**config.mk**
```make
export PLATFORM = sky130hd
export DESIGN_NAME = score_keeper
export DESIGN_NICKNAME = d
export VERILOG_FILES = /design/src/rtl/score_keeper.sv
export SDC_FILE = /design/constraint.sdc
export NUM_CORES = 1
export LEC_CHECK = 0
export ABC_CLOCK_PERIOD_IN_PS = 3850
export BUFFER_PORTS_ARGS = -buffer_cell sky130_fd_sc_hd__buf_2
export CAP_MARGIN = 30
export CORE_MARGIN = 2
export CORE_UTILIZATION = 60
export CTS_BUF_LIST = sky130_fd_sc_hd__clkbuf_4 sky130_fd_sc_hd__clkbuf_8
export DETAILED_ROUTE_END_ITERATION = 16
export PLACE_DENSITY = 0.86
export SLEW_MARGIN = 20
export SYNTH_ARGS = -nofsm -noshare
export SYNTH_HDL_FRONTEND = slang
export SYNTH_SLANG_ARGS = --single-unit
```
**constraint.sdc**
```tcl
create_clock -name clock -period 3.85 [get_ports clock]
set_input_delay 0.5775 -clock clock [delete_from_list [all_inputs] [get_ports clock]]
set_output_delay 0.5775 -clock clock [all_outputs]
set_load 0.005 [all_outputs]
```
**src/rtl/score_keeper.sv**
```systemverilog
// Air-hockey match controller: turns goal-sensor levels into per-player scores,
// holds the puck at centre between points, and freezes play once a match is won.
module score_keeper #(
  parameter int WIN_SCORE   = 7,
  parameter int HOLD_CYCLES = 100000000,
  parameter int TIMER_W     = 27
) (
  input  logic       clock,
  input  logic       rst,
  input  logic       start_i,
  input  logic       goal1_i,
  input  logic       goal2_i,
  output logic [2:0] score1_o,
  output logic [2:0] score2_o,
  output logic       puck_reset_o,
  output logic       serve_dir_o,
  output logic       game_over_o,
  output logic [1:0] winner_o
);

  // state | meaning
  // IDLE  | powered up, waiting for first start edge; puck held
  // PLAY  | puck live, goal edges score
  // HOLD  | post-goal puck hold, counts HOLD_CYCLES clocks
  // OVER  | match won, scores frozen until start edge
  typedef enum logic [1:0] {IDLE, PLAY, HOLD, OVER} state_t;

  localparam logic [2:0]         WIN_Q     = 3'(WIN_SCORE);
  localparam logic [TIMER_W-1:0] HOLD_LOAD = TIMER_W'(HOLD_CYCLES - 1);

  state_t             state_q;
  logic [TIMER_W-1:0] timer_q;
  logic [2:0]         score1_q, score2_q;
  logic               puck_reset_q, serve_dir_q, game_over_q;
  logic [1:0]         winner_q;
  logic               prev_start_q, prev_g1_q, prev_g2_q;

  logic       start_rise, g1_rise, g2_rise;
  logic [2:0] score1_d, score2_d;

  assign start_rise = start_i & ~prev_start_q;
  assign g1_rise    = goal1_i & ~prev_g1_q;
  assign g2_rise    = goal2_i & ~prev_g2_q;
  assign score1_d   = score1_q + 3'd1;
  assign score2_d   = score2_q + 3'd1;

  always_ff @(posedge clock) begin
    if (rst) begin
      state_q      <= IDLE;
      timer_q      <= '0;
      score1_q     <= '0;
      score2_q     <= '0;
      puck_reset_q <= 1'b1;
      serve_dir_q  <= 1'b0;
      game_over_q  <= 1'b0;
      winner_q     <= 2'b00;
      // Prev regs start high so levels already asserted at release never fire.
      prev_start_q <= 1'b1;
      prev_g1_q    <= 1'b1;
      prev_g2_q    <= 1'b1;
    end else begin
      prev_start_q <= start_i;
      prev_g1_q    <= goal1_i;
      prev_g2_q    <= goal2_i;
      case (state_q)
        IDLE, OVER: begin
          if (start_rise) begin
            score1_q     <= '0;
            score2_q     <= '0;
            winner_q     <= 2'b00;
            game_over_q  <= 1'b0;
            puck_reset_q <= 1'b0;
            state_q      <= PLAY;
          end
        end
        PLAY: begin
          if (g1_rise && g2_rise) begin
            timer_q      <= HOLD_LOAD;
            puck_reset_q <= 1'b1;
            state_q      <= HOLD;
          end else if (g1_rise) begin
            score1_q     <= score1_d;
            puck_reset_q <= 1'b1;
            if (score1_d == WIN_Q) begin
              winner_q    <= 2'b01;
              game_over_q <= 1'b1;
              state_q     <= OVER;
            end else begin
              timer_q     <= HOLD_LOAD;
              serve_dir_q <= 1'b0;
              state_q     <= HOLD;
            end
          end else if (g2_rise) begin
            score2_q     <= score2_d;
            puck_reset_q <= 1'b1;
            if (score2_d == WIN_Q) begin
              winner_q    <= 2'b10;
              game_over_q <= 1'b1;
              state_q     <= OVER;
            end else begin
              timer_q     <= HOLD_LOAD;
              serve_dir_q <= 1'b1;
              state_q     <= HOLD;
            end
          end
        end
        HOLD: begin
          if (timer_q == '0) begin
            puck_reset_q <= 1'b0;
            state_q      <= PLAY;
          end else begin
            timer_q <= timer_q - 1'b1;
          end
        end
        default: state_q <= IDLE;
      endcase
    end
  end

  assign score1_o     = score1_q;
  assign score2_o     = score2_q;
  assign puck_reset_o = puck_reset_q;
  assign serve_dir_o  = serve_dir_q;
  assign game_over_o  = game_over_q;
  assign winner_o     = winner_q;

endmodule

```
**After elaboration in Yosys (flattened, before gate mapping)**

Index checks and enable logic that the tools add are counted.

- Word-level logic and storage cells: 100
- Flip-flop bits (word level): 43

- $add $sub $neg: 3
- Equal/unequal tests: 20
- Reduce and logical (&&, ||, !) cells: 13
- Bitwise operators: 7
- Muxes and demuxes: 46

Operators by type and width:

| cell | count |
|---|---|
| 27-bit two-way mux | 6 |
| 27-bit one-hot mux with 2 select lines | 1 |
| 27-bit zero test | 1 |
| 27-bit by 1-bit subtractor with 27-bit output, second input constant | 1 |
| 2-bit two-way mux | 11 |
| 3-bit two-way mux | 6 |
| 2-bit inequality test, second input constant | 9 |
| 1-bit two-way mux | 16 |
| 5-bit AND reduction | 3 |
| 4-bit inequality test, second input constant | 3 |
| 3-bit one-hot mux with 2 select lines | 2 |
| 3-bit inequality test, second input constant | 3 |
| 3-bit by 1-bit adder with 3-bit output, second input constant | 2 |
| 3-bit == test, second input constant | 2 |
| 2-bit one-hot mux with 3 select lines | 1 |
| 6-bit AND reduction | 1 |
| 2-bit nonzero test | 3 |
| 2-bit == test, second input constant | 2 |
| 1-bit inverter | 4 |
| 2-bit one-hot mux with 2 select lines | 1 |
| 4-bit AND reduction | 1 |
| 1-bit AND | 3 |
| 1-bit one-hot mux with 3 select lines | 1 |
| 3-bit AND reduction | 1 |
| other kinds (5) | 5 |

**Logic depth before layout (Yosys ltp)**

- Depth after elaboration: 7
- Mapped depth: 9
- Gate-level depth less buffers: 7

**Worst setup path before layout**

Ideal clock, no wire load.

- Path type: register to register
- Start: reg timer_q[0]
- End: reg timer_q[20]
- Stages on the path, launching flop included: 8
- Path buffers: 0
- Required time: 3.764 ns
- Period minus slack after synthesis: 2.319 ns
- Setup time: 0.086 ns
- Arrival: 2.234 ns
- Setup slack: 1.531 ns
- Cells stage by stage: dfxtp_1 inv_1 ha_1 nor3b_1 nand3_1 a2111oi_0 nand3_1 a211oi_1

- Word-level cells in the longest chain between the ends: 3
- Elaborated cells between the ends (all ways): 6
- Those cells by class: 1 x add/sub; 1 x eq/ne; 2 x mux; 2 x reduce/logical

Ends and longest elaborated chain:

| element | line | text |
|---|---|---|
| start, declared | 32 | `logic [TIMER_W-1:0] timer_q;` |
| start signal, assigned | 112 | `timer_q <= timer_q - 1'b1;` |
| 27-bit by 1-bit subtractor with 27-bit output / 27-bit zero test (equally long branches) | 112, 108 |  |
| 27-bit two-way mux / 2-bit inequality test (equally long branches) | - |  |
| 27-bit one-hot mux with 2 select lines / 5-bit AND reduction (equally long branches) | - |  |

Several ways; a longest one is shown, not always the timed one. The select of a mux whose other input is x is not followed.
A chain may end at the register's enable or synchronous reset.

**Worst setup path in the final report**

Same ends and word-level chain as after synthesis.

==> reports/qor.csv <==
stage,metric,value,unit
status,status,"finished, final reports clean",
sta,fin_crit,2.93,ns
sta,tns,0,ns
synth,synth_seq_cells,43,
sta,rsz0062_at_grt,no,
hold_path,min_from,start_i,
route,vias_per_cell,6.75,
synth,synth_common_cells,"43 x dfxtp_1, 23 x nor2_1, 17 x a21oi_1, 16 x o21ai_0",
route,ant_nets,0,
clock_network,cts-htree-levels,2,
place,place_area,2490,sq um
synth,synthCells,289,
finish,syn2layout_area_growth,8.72,%
place,dp_hpwl,3.86,mm
finish,diodes,0,
floorplanning,rows,22,
clock_network,clock_latency,0.30,ns
route,drc_errors,0,
setup_path,slowest_stage,a2111oi_0,
floorplanning,die_w,67.2,microns
route,vias,2362,
setup_path,slowest_delay,0.89,ns
pwr,p_leak,0.000982,uW
synth,synth_edf_count,0,
synth,synthArstFlopShare,0,%
clock_network,ctsRootBufferMaster,clkbuf_8,
synth,netlist_area,2400,sq um
setup_path,crit_family,compound AO/OA/AOI/OAI gates,
synth,yosys.area.top_type,dfxtp_1,
synth,yosysWarnings,0,
sta,fin_hold_ws,0.471,ns
setup_path,path_class,register to register,
global_routing,first_global_vias,2071,
setup_path,cp_max_fo,7,
sta,setup_viol,0,
synth,synth_nets,301,
finish,drive_above_1_share,11.3,%
sta,max_slew_margin,36.0,%
sta,clock_skew,0.00786,ns
synth,synth_ff_type,dfxtp_1,
clock_network,cts_hold_buf,0,
setup_path,r2r_slack,0.92,ns
sta,min_period_over_period,76.2,%
setup_path,path_buf_inv,1,
setup_path,required,4.07,ns
setup_path,arrival,3.15,ns
synth,synthTopCellsByArea,"dfxtp_1 36%, or3_1 3.9%, or4_1 3.8%, ha_1 3.7%, nor2_1 3.6%",
pwr,vdd_drop_max,0.000476,V
setup_path,critPathMostFrequentCell,nand3_1,
clock_network,ctsResizeCount,0,
global_routing,antenna_found_initial,0,
sta,fmax,0.341,GHz
setup_path,rr_worst_depth,7,
clock_network,path_clk_slew,0.08,ns
synth,synth.distinct_cells,49,
place,place_congestion,0.912,
route,wl_per_cell,16.1,microns
synth,yosysMostFrequentCell,dfxtp_1,
global_routing,grt_start_max_net_pins,38,
floorplanning,pin_count,16,
sta,final_max_slew_viol_count,0,
job,drv_cap,0,
global_routing,grt_usage,27.2,%
setup_path,worstSetupEndpointType,register,
synth,yosysSeqAreaShare,35.9,%
setup_path,crit_chain,inv_1 > ha_1 > nor3b_1 > nand3_1 > a2111oi_0 > nand3_1 > a211oi_1,
floorplanning,die_h,67.2,microns
setup_path,r2r_start,timer_q[0]$_SDFFE_PP0P_,
synth,avgSynthCellArea,8.29,sq um
floorplanning,core,3740,sq um
route,drt_iter0_markers,218,
hold_path,hold_end,prev_start_q$_SDFF_PP1_,
setup_path,rr_endpoint,timer_q[20]$_SDFFE_PP0P_,
hold_path,holdCritPathClass,input pin to register,
clock_network,cts_buffer_depth,2,
global_routing,grt.overflow.total,0,
setup_path,start_kind,register,
hold_path,min_path_cells,3,
clock_network,numClockSinks,43,
floorplanning,start_util,64.0,%
global_routing,grt_pass1_wl,9.38,mm
clock_network,postCtsSetupBuffers,0,
pwr,power_density,795,nW/um^2
synth,synth_top_area_share,35.9,%
floorplanning,dieArea,4520,sq um
clock_network,cts_tree,done,
place,io_buffers,15,
sta,tightest_slew,0.936,ns
route,first_pass_iters,5,
finish,fin_nets,313,
finish,fin_area,2610,sq um
route,wl,5.62,mm
sta,hold_viol_final,0,
clock_network,cts_buffers,5,
## routing by layer
metal  share of wire (%)  GRT usage (%)
met1                  46           35.8
met2                  46           43.9
met3                 6.7           6.00
met4                 1.7           9.69
met5                   0              0
## stage by stage
step	total power, uW	instances	setup slack, ns	util, %
after floorplan	1480	289	1.53	-
after global placement	1680	342	1.11	66.6
after detailed placement	1710	342	1.05	66.6
after CTS	2040	350	1.03	69.4
after global routing	2220	350	0.695	69.6
final	2070	350	0.915	69.6
## worst max path at each step
stage	from	endpoint	slack [ns]	cells after the start
finish	timer_q[0]$_SDFFE_PP0P_	timer_q[20]$_SDFFE_PP0P_	0.92	7
global route	timer_q[0]$_SDFFE_PP0P_	timer_q[20]$_SDFFE_PP0P_	0.69	7
CTS	timer_q[16]$_SDFFE_PP0P_	state_q[1]$_SDFFE_PP0P_	1.03	5
detailed placement	timer_q[16]$_SDFFE_PP0P_	state_q[1]$_SDFFE_PP0P_	1.05	5
global placement	timer_q[16]$_SDFFE_PP0P_	state_q[1]$_SDFFE_PP0P_	1.11	5
floorplan	timer_q[0]$_SDFFE_PP0P_	timer_q[20]$_SDFFE_PP0P_	1.53	7
## kinds of logic after synthesis
family | after synthesis | share of synthesized area [%]
flops | 43 | 35.9
buf+inv | 23 | 3.71
compound gates | 81 | 22.7
mux | 7 | 2.92
xor+xnor | 3 | 1.10
fa+ha+maj | 7 | 3.66
simple gates | 125 | 30.0
## registers in the layout, indices dropped and copies added (netlist names)
name,count
game_over_o,1
prev_g1_q,1
prev_g2_q,1
prev_start_q,1
puck_reset_o,1
score1_o,3
score2_o,3
serve_dir_o,1
state_q,2
timer_q,27
winner_o,2
## layout by cell type (no fill, tap or decap), types with 7 or more instances in the layout
cell type  netlist  routed
dfxtp_1         43      43
nor2_1          23      23
a21oi_1         17      17
o21ai_0         16      16
or3_1           15      15
nand3_1         15      15
buf_2            2      15
nor3_1          14      14
or4_1           12      12
inv_1           10      10
nand2_1         10      10
a31oi_1         10       9
o31ai_1          7       7
mux2i_1          7       7
ha_1             7       7
clkbuf_8         0       7
## where the power goes
group | switching (uW) | internal [uW]
Clock | 156 | 171
Sequential | 121 | 565
Combinational | 683 | 376
## layout make-up
cell class	count	area (sq um)
multi-input combinational	223	1450
clock buffer	8	104
tap	48	60.1
fill	310	1140
sequential	43	861
inverter	12	45.0
timing repair buffer	16	82.6
## worst reg2reg max path, cell delays in order, from the launching register on
cell,delay [ns]
dfxtp_1,0.32
inv_1,0.08
ha_1,0.19
nor3b_1,0.63
nand3_1,0.35
a2111oi_0,0.89
nand3_1,0.15
a211oi_1,0.25
Note: power is estimated with default switching activity, not from simulation.
